==> config.mk <==
export PLATFORM = sky130hd
export DESIGN_NAME = ring_entropy_harvester
export DESIGN_NICKNAME = d
export VERILOG_FILES = /design/src/rtl/ring_entropy_harvester.sv
export SDC_FILE = /design/constraint.sdc
export NUM_CORES = 1
export LEC_CHECK = 0
export CORE_UTILIZATION = 40
export DETAILED_ROUTE_END_ITERATION = 16
export DONT_BUFFER_PORTS = 1
export PLACE_DENSITY = 0.58
export SETUP_SLACK_MARGIN = 0.4
export SLEW_MARGIN = 20
export SYNTH_ARGS = -nofsm -noshare
export SYNTH_HDL_FRONTEND = slang
export SYNTH_SLANG_ARGS = --single-unit
==> constraint.sdc <==
create_clock -name clk -period 2.7 [get_ports clk]
set_input_delay 0.405 -clock clk [delete_from_list [all_inputs] [get_ports clk]]
set_output_delay 0.405 -clock clk [all_outputs]
set_load 0.01 [all_outputs]
==> src/rtl/ring_entropy_harvester.sv <==
`default_nettype none
// ============================================================================
// Module      : ring_entropy_harvester
// Description : Samples a free-running ring-oscillator count once per window,
//               takes the LSB of each window delta as a raw bit, applies Von
//               Neumann debiasing and packs the kept bits into words offered
//               on a valid/ready port with stuck and overrun flags.
// Revision    : 1.0 - initial release
// ============================================================================
module ring_entropy_harvester #(
  parameter int CNT_W     = 16,
  parameter int WINDOW    = 256,
  parameter int WORD_W    = 32,
  parameter int STUCK_LIM = 8
) (
  input  logic              clk,
  input  logic              rst_n,
  input  logic              enable,
  input  logic [CNT_W-1:0]  cnt_in,
  output logic [WORD_W-1:0] rnd_data,
  output logic              rnd_valid,
  input  logic              rnd_ready,
  output logic              overrun,
  output logic              stuck
);

  localparam int TMR_W = (WINDOW > 1) ? $clog2(WINDOW) : 1;
  localparam int BC_W  = (WORD_W > 1) ? $clog2(WORD_W) : 1;
  localparam int ZR_W  = $clog2(STUCK_LIM + 1);

  localparam logic [TMR_W-1:0] c_tmr_last = TMR_W'(WINDOW - 1);
  localparam logic [BC_W-1:0]  c_bc_last  = BC_W'(WORD_W - 1);
  localparam logic [ZR_W-1:0]  c_zr_lim   = ZR_W'(STUCK_LIM);

  // Von Neumann pairing state: waiting for first bit, or holding a 0 / 1
  typedef enum logic [1:0] {
    S_EMPTY = 2'd0,
    S_HOLD0 = 2'd1,
    S_HOLD1 = 2'd2
  } vn_state_t;

  // Window timer and sampling
  logic [TMR_W-1:0]  r_timer;
  logic [CNT_W-1:0]  r_prev_snap;
  logic              r_primed;
  logic              r_raw_vld;
  logic              r_raw_bit;
  logic [ZR_W-1:0]   r_zero_run;
  logic              w_terminal;
  logic [CNT_W-1:0]  w_delta;

  // Debiaser
  vn_state_t         r_vn_state;
  vn_state_t         w_vn_next;
  logic              w_kept_vld;
  logic              w_kept_bit;
  logic              r_kept_vld;
  logic              r_kept_bit;

  // Packer and output register
  logic [WORD_W-2:0] r_shift;
  logic [BC_W-1:0]   r_bit_cnt;
  logic [WORD_W-1:0] w_word;
  logic              w_word_done;
  logic [WORD_W-1:0] r_data;
  logic              r_valid;
  logic              r_overrun;
  logic              w_consume;

  assign w_terminal = enable && (r_timer == c_tmr_last);
  // Modulo subtraction makes counter wraparound transparent
  assign w_delta    = cnt_in - r_prev_snap;

  // Free-running window timer, held at zero while harvesting is disabled
  always_ff @(posedge clk or negedge rst_n) begin
    if (!rst_n) begin
      r_timer <= '0;
    end else if (!enable || w_terminal) begin
      r_timer <= '0;
    end else begin
      r_timer <= r_timer + TMR_W'(1);
    end
  end

  // Snapshot the counter at each window end, derive raw bit and zero-run count
  always_ff @(posedge clk or negedge rst_n) begin
    if (!rst_n) begin
      r_prev_snap <= '0;
      r_primed    <= 1'b0;
      r_raw_vld   <= 1'b0;
      r_raw_bit   <= 1'b0;
      r_zero_run  <= '0;
    end else begin
      r_raw_vld <= 1'b0;
      if (!enable) begin
        r_primed   <= 1'b0;
        r_zero_run <= '0;
      end else if (w_terminal) begin
        r_prev_snap <= cnt_in;
        if (r_primed) begin
          r_raw_bit <= w_delta[0];
          r_raw_vld <= 1'b1;
          if (w_delta == '0) begin
            if (r_zero_run != c_zr_lim) begin
              r_zero_run <= r_zero_run + ZR_W'(1);
            end
          end else begin
            r_zero_run <= '0;
          end
        end else begin
          // First window only establishes a reference snapshot
          r_primed <= 1'b1;
        end
      end
    end
  end

  // Von Neumann state register
  always_ff @(posedge clk or negedge rst_n) begin
    if (!rst_n) begin
      r_vn_state <= S_EMPTY;
    end else begin
      r_vn_state <= w_vn_next;
    end
  end

  // Von Neumann pairing: differing pair keeps its first bit, equal pair is dropped
  always_comb begin
    w_vn_next  = r_vn_state;
    w_kept_vld = 1'b0;
    w_kept_bit = 1'b0;
    if (!enable) begin
      w_vn_next = S_EMPTY;
    end else if (r_raw_vld) begin
      case (r_vn_state)
        S_EMPTY: begin
          w_vn_next = r_raw_bit ? S_HOLD1 : S_HOLD0;
        end
        S_HOLD0: begin
          w_vn_next = S_EMPTY;
          if (r_raw_bit) begin
            w_kept_vld = 1'b1;
            w_kept_bit = 1'b0;
          end
        end
        S_HOLD1: begin
          w_vn_next = S_EMPTY;
          if (!r_raw_bit) begin
            w_kept_vld = 1'b1;
            w_kept_bit = 1'b1;
          end
        end
        default: begin
          w_vn_next = S_EMPTY;
        end
      endcase
    end
  end

  // Register the kept bit so packing happens one edge after debiasing
  always_ff @(posedge clk or negedge rst_n) begin
    if (!rst_n) begin
      r_kept_vld <= 1'b0;
      r_kept_bit <= 1'b0;
    end else begin
      r_kept_vld <= w_kept_vld;
      r_kept_bit <= w_kept_bit;
    end
  end

  // First kept bit of a word ends up at the MSB
  assign w_word      = {r_shift, r_kept_bit};
  assign w_word_done = enable && r_kept_vld && (r_bit_cnt == c_bc_last);

  // Shift kept bits in and count them; a completed word restarts the count
  always_ff @(posedge clk or negedge rst_n) begin
    if (!rst_n) begin
      r_shift   <= '0;
      r_bit_cnt <= '0;
    end else if (!enable) begin
      r_shift   <= '0;
      r_bit_cnt <= '0;
    end else if (r_kept_vld) begin
      r_shift   <= w_word[WORD_W-2:0];
      r_bit_cnt <= w_word_done ? '0 : (r_bit_cnt + BC_W'(1));
    end
  end

  assign w_consume = r_valid && rnd_ready;

  // Output holding register with valid/ready handshake and sticky overrun
  always_ff @(posedge clk or negedge rst_n) begin
    if (!rst_n) begin
      r_data    <= '0;
      r_valid   <= 1'b0;
      r_overrun <= 1'b0;
    end else if (w_word_done) begin
      if (!r_valid || w_consume) begin
        r_data  <= w_word;
        r_valid <= 1'b1;
      end else begin
        // Consumer still holds the old word: keep it, drop the new one
        r_overrun <= 1'b1;
      end
    end else if (w_consume) begin
      r_valid <= 1'b0;
    end
  end

  assign rnd_data  = r_data;
  assign rnd_valid = r_valid;
  assign overrun   = r_overrun;
  assign stuck     = (r_zero_run == c_zr_lim);

endmodule
`default_nettype wire

==> metrics.yaml <==
detailed_routing:
  wl_mm: 10.2
  final_antenna_net_count: 0
  wl_per_cell_um: 14.9
  first_pass_iters: 6
  num_vias: 3588
  via_per_inst: 5.26
  drt_iter0_drc: 187
  drc_errors: 0
timing:
  hold_viol: 105
  finalCritPeriodShare_pct: 88.8
  setup_viol: 0
  fin_skew_ns: 0.00591
  finalCriticalPeriod_ns: 2.40
  worst_pin_slew_ns: 0.598
  hold_ws_ns: -0.261
  fin_setup_tns_ns: 0
  rsz0062_at_grt: "true"
  slew_viol_final: 0
  relSlewSlack_pct: 60.1
  max_freq_mhz: 417
floorplan:
  dieWidth_um: 118
  num_rows: 42
  dieArea_um2: 14000
  dieHeight_um: 118
  ios: 55
  core_um2: 13200
  start_util_pct: 40.9
setup_path:
  critPathBufInv: 1
  cp.depth: 10
  crit_fanout: 5
  crit_chain: "inv_2 -> ha_4 -> nor2b_4 -> o2111ai_4 -> nand3b_1 -> a21oi_1 -> mux2i_2 -> nor2_1 -> a22oi_4 -> o22ai_2"
  required_ns: 2.93
  r2r_cells: 10
  critPathTopFamily: "compound AO/OA/AOI/OAI gates"
  cpPeakStageDelay_ns: 0.37
  r2r-end: "r_zero_run[3]$_DFFE_PN0P_"
  timing_worst_setup_path_type: "reg -> reg"
  slowest_stage: "dfrtp_1"
  start_kind: "flop"
  rrSetupSlack_ns: 0.30
  r2r-start: "r_prev_snap[1]$_DFFE_PN0P_"
  arrival_ns: 2.63
  crit_path_end_kind: "flop"
clocking:
  cts_buffer_depth: 2
  h-tree-depth: 3
  numCtsBuffers: 9
  root_buffer: "clkbuf_16"
  path_clk_slew_ns: 0.07
  cts_tree: "done"
  cts_sinks: 105
  clk-insertion-delay-late_ns: 0.35
synth:
  yosysUniqueCellTypes: 62
  ys_seq_area_share_pct: 48.7
  synthCells: 493
  synthFlopType: "dfrtp_1"
  yosysWarningCount: 0
  syn_area_per_cell_um2: 10.9
  synth-xor-area-share_pct: 1.79
  synth_top_family_by_area: "simple AND/OR/NAND/NOR gates"
  synthArstFlopShare_pct: 100
  synth_edf_count: 0
  syn_area_um2: 5400
  synth_fa_ha_area_share_pct: 4.64
  synth_compound_area_share_pct: 10.6
  ys_ff_latch: 105
  yosys.area_share.simple_pct: 16.0
  synth_mux_area_share_pct: 14.6
  syn_nets: 533
global_route:
  antenna_found_initial: 0
  grt_pass1_vias: 3592
  grt_overflow: 0
  grt_max_degree: 106
  grt_pass1_wl_mm: 17.4
  grt_usage_pct: 15.5
power:
  fin_total_pwr_w: 0.00310
  p_per_area_nw_per_um2: 494
  ir_drop_mv: 0.281
  netSwitchingFraction_pct: 22.2
  power_frac_comb_pct: 4.4
  clkPwrFrac_pct: 44.6
  p_int_w: 0.00241
  p_seq_share_pct: 50.9
  p_leak_nw: 2.72
  p_sw_w: 0.000688
finish:
  final_area_um2: 6280
  area_growth_pct: 16.4
  nets: 541
  n_antenna_cell: 0
  fillers: 1193
  layout-drive-gt1-share_pct: 25.3
  multi_input_area_um2: 2860
  ff_latch_area_um2: 2630
run_status:
  violations: "negative hold slack"
  status: "complete, but fails checks"
placement:
  dp_hpwl_mm: 6.66
  portBuffers: 0
  placed_area_um2: 5620
  globalplace.congestion: 0.884
hold_path:
  worstHoldPathType: "in -> async"
job:
  maxCapViolCount: 0
==> layout make-up <==
| type | instances | area share (%) |
|---|---|---|
| Timing Repair Buffer | 20 | 2.51 |
| Multi-Input combinational cell | 340 | 45.5 |
| Tap cell | 176 | 3.51 |
| Clock buffer | 10 | 3.81 |
| Clock inverter | 6 | 1.32 |
| Sequential cell | 105 | 41.9 |
| Inverter | 25 | 1.49 |
==> cells in the mapped netlist, types with 2 or more instances <==
master    count  area share (%)
buf_1         4            0.28
o21ai_0      22             2.0
a21oi_1      14             1.3
inv_1        25             1.7
nor2b_1      39             4.5
ha_1         20             4.6
nand2_1      36             2.5
a41oi_1       2            0.32
xnor2_1       7             1.1
o31ai_1       2            0.28
nand2b_1      6            0.70
buf_2         4            0.37
nand3b_1      3            0.42
mux2i_1      37             6.9
nor3b_1       4            0.56
or3_1         3            0.35
and2_1        8            0.93
and3_1        5            0.58
mux2_2       37             7.7
nand4_1       3            0.35
o22ai_1       3            0.35
nor3_1        7            0.65
o21ai_2       4            0.65
nor2_1       25             1.7
o21bai_1      2            0.28
o211ai_1      2            0.28
dfrtp_1     105              49
a31oi_1       2            0.23
buf_6         2            0.42
a211oi_1      2            0.28
nand3_1      11             1.0
clkbuf_1     13            0.90
a21boi_0      2            0.28
xor2_1        4            0.65
==> kinds of logic (layout without fill, tap and decap cells) <==
| kind of cell | count (synthesis) | in the layout |
|---|---|---|
| and+or+nand+nor | 157 | 157 |
| DFF | 105 | 105 |
| AOI/OAI and AO/OA | 78 | 78 |
| muxes | 74 | 74 |
| buffers and inverters | 48 | 61 |
| adders and majority gates | 20 | 20 |
| xor gates and xnor gates | 11 | 11 |
==> layer usage <==
metal	up-vias	routed length [um]	track usage (%)
met5	-	0	0
met4	0	118	5.05
met3	12	616	5.45
met2	93	4950	25.5
met1	1756	4500	18.9
li1	1727	-	-
==> cells in the final DEF (no fill, tap or decap), types with 4 or more instances in the layout <==
master,instances
a21oi_1,9
a21oi_2,4
and2_1,8
and3_1,5
buf_4,18
clkbuf_16,9
dfrtp_1,104
ha_1,7
ha_4,11
inv_1,21
inv_2,4
mux2_2,36
mux2i_1,36
nand2_1,35
nand2b_1,6
nand3_1,11
nor2_1,25
nor2b_1,37
nor3_1,6
o21ai_0,19
o21ai_2,6
xnor2_1,7
xor2_1,4
==> what timing repair did <==
| action | 4_1_cts | 5_1_grt |
|---|---|---|
| pin swaps | 17 | 7 |
| setup endpoints to repair | 4 | 23 |
| gates resized for setup | 32 | 15 |
| hold endpoints to repair | 105 | 105 |
| setup buffers | 13 | 2 |
| gates cloned | 0 | 0 |
==> registers in the layout, summed over array words and instances, names as in the netlist <==
signal,cells
overrun,1
r_bit_cnt,5
r_kept_bit,1
r_kept_vld,1
r_prev_snap,16
r_primed,1
r_raw_bit,1
r_raw_vld,1
r_shift,31
r_timer,8
r_vn_state,2
r_zero_run,4
rnd_data,32
rnd_valid,1
==> worst max-delay path by stage <==
stage / slack [ns] / from / to
floorplan: 0.32 / r_prev_snap[5]$_DFFE_PN0P_ / r_zero_run[3]$_DFFE_PN0P_
global placement: 0.13 / cnt_in[8] / r_zero_run[3]$_DFFE_PN0P_
detailed placement: 0.1 / cnt_in[11] / r_zero_run[3]$_DFFE_PN0P_
CTS: 0.35 / r_prev_snap[1]$_DFFE_PN0P_ / r_zero_run[3]$_DFFE_PN0P_
global route: 0.16 / r_prev_snap[11]$_DFFE_PN0P_ / r_zero_run[3]$_DFFE_PN0P_
finish: 0.30 / r_prev_snap[1]$_DFFE_PN0P_ / r_zero_run[3]$_DFFE_PN0P_
==> per-stage QoR <==
stage,setup WS [ns],utilization [%],hold WS (ns),instances
floorplan,0.320,-,0.109,493
global placement,0.127,42.6,0.112,651
detailed placement,0.0952,42.6,0.111,651
CTS,0.351,46.9,-0.277,680
global route,0.155,47.6,-0.286,682
finish,0.302,47.6,-0.261,682
==> power groups by stage <==
stage,Sequential [W],Clock (W),Combinational (W)
floorplan,0.00161,0,0.0000969
global placement,0.00161,0,0.000104
detailed placement,0.00161,0,0.000105
CTS,0.00158,0.00144,0.000128
global route,0.00158,0.00149,0.000149
finish,0.00158,0.00138,0.000137
Note: power is estimated with default switching activity, not from simulation.
